**config.mk**
```make
export PLATFORM = sky130hd
export DESIGN_NAME = apuf_crp_sequencer
export DESIGN_NICKNAME = d
export VERILOG_FILES = /design/src/rtl/apuf_crp_sequencer.sv
export SDC_FILE = /design/constraint.sdc
export NUM_CORES = 1
export LEC_CHECK = 0
export BUFFER_PORTS_ARGS = -buffer_cell sky130_fd_sc_hd__buf_2
export CORE_MARGIN = 2
export CORE_UTILIZATION = 47
export CTS_CLUSTER_DIAMETER = 80
export DETAILED_ROUTE_END_ITERATION = 16
export PLACE_DENSITY = 0.76
export SYNTH_ARGS = -nofsm -noshare
export SYNTH_HDL_FRONTEND = slang
export SYNTH_SLANG_ARGS = --single-unit
```
**constraint.sdc**
```tcl
create_clock -name Clk -period 3.6 [get_ports Clk]
set_input_delay 1.08 -clock Clk [delete_from_list [all_inputs] [get_ports Clk]]
set_output_delay 1.08 -clock Clk [all_outputs]
set_load 0.05 [all_outputs]
```
**src/rtl/apuf_crp_sequencer.sv**
```systemverilog
// ---------------------------------------------------------------------------
// apuf_crp_sequencer: challenge/response sequencer for an XOR arbiter-PUF array
// rev 1.0
// ---------------------------------------------------------------------------
`default_nettype none

module apuf_crp_sequencer #(
  parameter int CHAL_W        = 32,
  parameter int RESP_W        = 8,
  parameter int RST_CYCLES    = 4,
  parameter int SETTLE_CYCLES = 16,
  parameter int CNT_W         = 8
) (
  input  logic              Clk,
  input  logic              Rst_n,
  input  logic [CHAL_W-1:0] Chal_in,
  input  logic              Chal_valid,
  output logic              Chal_ready,
  output logic [CHAL_W-1:0] PUF_Challenge,
  output logic              PUF_Reset,
  output logic              PUF_Pulse,
  input  logic [RESP_W-1:0] PUF_Result,
  output logic [RESP_W-1:0] Resp_out,
  output logic [CHAL_W-1:0] Resp_chal,
  output logic              Resp_valid,
  input  logic              Resp_ready,
  output logic              Busy,
  output logic [15:0]       Crp_count
);

  typedef enum logic [2:0] {
    S_IDLE   = 3'd0,
    S_CLEAR  = 3'd1,
    S_FIRE   = 3'd2,
    S_SAMPLE = 3'd3,
    S_HOLD   = 3'd4
  } state_t;

  localparam logic [CNT_W-1:0] C_RST_LAST    = CNT_W'(RST_CYCLES - 1);
  localparam logic [CNT_W-1:0] C_SETTLE_LAST = CNT_W'(SETTLE_CYCLES - 1);

  state_t              state_q, state_d;
  logic [CNT_W-1:0]    cnt_q, cnt_d;
  logic [CHAL_W-1:0]   chal_q, chal_d;
  logic [RESP_W-1:0]   resp_q, resp_d;
  logic                resp_valid_q, resp_valid_d;
  logic [15:0]         crp_count_q, crp_count_d;
  logic [RESP_W-1:0]   sync1_q, sync2_q;

  always_comb begin
    state_d      = state_q;
    cnt_d        = cnt_q;
    chal_d       = chal_q;
    resp_d       = resp_q;
    resp_valid_d = 1'b0;
    crp_count_d  = crp_count_q;
    case (state_q)
      S_IDLE: begin
        if (Chal_valid) begin
          chal_d  = Chal_in;
          cnt_d   = '0;
          state_d = S_CLEAR;
        end
      end
      S_CLEAR: begin
        if (cnt_q == C_RST_LAST) begin
          cnt_d   = '0;
          state_d = S_FIRE;
        end else begin
          cnt_d = cnt_q + 1'b1;
        end
      end
      S_FIRE: begin
        if (cnt_q == C_SETTLE_LAST) begin
          cnt_d   = '0;
          state_d = S_SAMPLE;
        end else begin
          cnt_d = cnt_q + 1'b1;
        end
      end
      S_SAMPLE: begin
        resp_d  = sync2_q;
        state_d = S_HOLD;
      end
      S_HOLD: begin
        // Valid is raised one cycle into HOLD, so a handshake needs it already visible.
        if (resp_valid_q && Resp_ready) begin
          crp_count_d = crp_count_q + 16'd1;
          state_d     = S_IDLE;
        end else begin
          resp_valid_d = 1'b1;
        end
      end
      default: begin
        state_d = S_IDLE;
      end
    endcase
  end

  always_ff @(posedge Clk or negedge Rst_n) begin
    if (!Rst_n) begin
      state_q      <= S_IDLE;
      cnt_q        <= '0;
      chal_q       <= '0;
      resp_q       <= '0;
      resp_valid_q <= 1'b0;
      crp_count_q  <= '0;
      sync1_q      <= '0;
      sync2_q      <= '0;
    end else begin
      state_q      <= state_d;
      cnt_q        <= cnt_d;
      chal_q       <= chal_d;
      resp_q       <= resp_d;
      resp_valid_q <= resp_valid_d;
      crp_count_q  <= crp_count_d;
      sync1_q      <= PUF_Result;
      sync2_q      <= sync1_q;
    end
  end

  assign Chal_ready    = (state_q == S_IDLE);
  assign Busy          = (state_q != S_IDLE);
  assign PUF_Reset     = (state_q == S_IDLE) || (state_q == S_CLEAR);
  assign PUF_Pulse     = (state_q == S_FIRE) || (state_q == S_SAMPLE) || (state_q == S_HOLD);
  assign PUF_Challenge = chal_q;
  assign Resp_chal     = chal_q;
  assign Resp_out      = resp_q;
  assign Resp_valid    = resp_valid_q;
  assign Crp_count     = crp_count_q;

endmodule

`default_nettype wire

```
==> impl_results.md <==
- Share of the synthesized area in the top cell type: 58.8%
- Commonest cells post-synth: 84 x dfrtp_1, 40 x mux2_2, 36 x buf_4
- Die W: 91.2 µm
- Std-Cell Rows: 31
- Ys Warns: 0
- Number of global-route vias before repair: 2429
- Crit path kind: reg -> out
- Pins Over Slew Limit: 0
- Final wirelength: 6730 µm
- GRT overflow: 0
- Max clock buf depth: 2
- Worst-Margin Slew: 1.01 ns
- Largest net degree at the start of global routing: 85
- First-pass GRT wire length: 11200 µm
- Fin nets: 432
- Post-DP HPWL: 4930 µm
- Flops & latches, synth: 84
- Hold_buf cts: 0
- Total track usage: 17.0%
- Initial antenna violation count: 0
- Status: completed
- RSZ-0062 raised after global routing: false
- Layout cell share with drive strength beyond 1: 50.9%
- Setup_tns: 0 ns
- Initial core utilization: 49.0%
- Arrival time at the worst endpoint: 1.89 ns
- Syn Area/Cell: 12.9 µm²
- Synth area leader: dfrtp_1
- Drt via density: 4.84
- DRT iter0 DRCs: 118
- Synth area leaders: dfrtp_1 59%, mux2_2 13%, buf_4 7.6%, xnor2_1 3.2%, nand3_1 1.7%
- Clk_lat worst skew: 0.35 ns
- Slowest stage cell, crit path: or3b_1
- Diode count: 0
- GPL Wtd Cong: 0.906
- Startpoint Class: flop
- Synthesized area: 3570 µm²
- Core footprint: 7290 µm²
- Synth Instances: 277
- Setup Viol. Count Final: 0
- Final Hold Viols: 0
- P&R area growth vs syn: 20.2%
- Clk sinks: 84
- Endpoint class of the critical path: output port
- Syn Nets: 323
- Routed Antenna Nets: 0
- CP delay by family, top: simple AND/OR/NAND/NOR gates
- TritonCTS clock tree: done
- Fin crit share: 82.5%
- Worst hold path class: reg -> reg
- Number of CTS-inserted buffers: 9
- H-tree levels: 3
- Async SR Flop Fraction: 100%
- WL per Instance: 13.7 µm
- Remaining DRCs: 0
- Clk slew on worst S/H paths: 0.08 ns
- Maximum clock rate: 337 MHz
- Root Buffer: clkbuf_8
- Die height: 91.2 µm
- Synth Flop Type: dfrtp_1
- Die Footprint: 8320 µm²
- Bufs and invs on worst path: 1
- Worst EP required: 2.52 ns
- Via count: 2371
- Max-cap violation count: 0
- Sequential share of the synthesized area: 58.8%
- Post-synth EDFFs: 0
- Top Ports: 137
- Rel. slew slack: 33.0%
- Setup slack, reg-to-reg: 1.61 ns
- Crit Path Max Fanout: 15
- Drt pass-1 iters: 4
- Layout Skew: 0.0122 ns
- Max incr delay on CP: 0.60 ns
- Critical path, cell by cell: or3b_1, o21ai_0, buf_2
- CTS resizes: 0
- Crit path time final: 2.97 ns
- IO buf count: 136
- Synth unique cells: 38
- Count leader, synth: dfrtp_1
- # Post-CTS Setup Buffers: 0
-- path summary, 6_finish.rpt --
| check | start | endpoint | depth (start not counted) |
|---|---|---|---|
| min | sync1_q[4]$_DFF_PN0_ | sync2_q[4]$_DFF_PN0_ | 0 |
| max in group asynchronous | Rst_n | cnt_q[3]$_DFFE_PN0P_ | 1 |
| min reg2reg | sync1_q[4]$_DFF_PN0_ | sync2_q[4]$_DFF_PN0_ | 0 |
| max | state_q[1]$_DFFE_PN0P_ | PUF_Pulse | 3 |
| max reg2reg | state_q[1]$_DFFE_PN0P_ | Crp_count[13]$_DFFE_PN0P_ | 4 |
| min in group asynchronous | Rst_n | PUF_Challenge[23]$_DFFE_PN0P_ | 1 |
-- cells by family after synthesis --
group,count (synthesis),share of synthesized area [%]
muxes,41,12.9
AOI/OAI and AO/OA,26,4.87
and+or+nand+nor,58,9.10
DFF,84,58.8
adders and majority gates,2,0.700
xor gates and xnor gates,17,4.17
buffers and inverters,49,9.42
-- registers in the layout (all words and copies together) (netlist names) --
name and count:
PUF_Challenge 32, Crp_count 16, Resp_out 8, cnt_q 8
sync1_q 8, sync2_q 8, state_q 3, Resp_valid 1
-- per-layer routing --
layer,vias to the layer above,share of wire [%],GRT usage (%)
met3,13,5.7,4.40
met1,1135,40,19.3
li1,1144,-,-
met4,0,2.2,8.33
met5,-,0,0
met2,79,52,29.8
-- metrics by stage --
stage | instance area (µm²) | hold WS [ns] | cells | worst slack [ns] | util, %
after floorplan | 3570 | 0.331 | 277 | 0.269 | -
after global placement | 4090 | 0.333 | 474 | 1.01 | 56.1
after detailed placement | 4090 | 0.336 | 474 | 0.992 | 56.1
after CTS | 4300 | 0.356 | 490 | 0.602 | 58.9
after global routing | 4300 | 0.366 | 490 | 0.531 | 58.9
final | 4300 | 0.353 | 490 | 0.632 | 58.9
-- layout by cell type, fill, tap and decap left out, types with 6 or more instances in the layout --
cell	netlist	routed
clkbuf_8	0	9
nor2_1	9	9
xnor2_1	13	13
dfrtp_1	84	84
nand3_1	12	12
mux2_2	40	40
inv_1	9	9
nand2_1	14	14
o21ai_0	6	6
buf_2	1	135
-- final cells by class --
cell class | instances | area, µm²
Sequential cell | 84 | 2100
Multi-Input combinational cell | 144 | 1130
Tap cell | 99 | 124
Inverter | 9 | 33.8
Timing Repair Buffer | 138 | 698
Fill cell | 646 | 3000
Clock buffer | 9 | 124
Clock inverter | 7 | 80.1
-- worst register-to-register path, cell delays in order, from the launching register on --
cell	delay, ns
dfrtp_1	0.54
or3b_1	0.60
nor4_4	0.41
nand4_1	0.17
xnor2_1	0.15
Power is not shown: default switching activity piles up to over one toggle a cycle in this logic, so the estimate is an artifact.
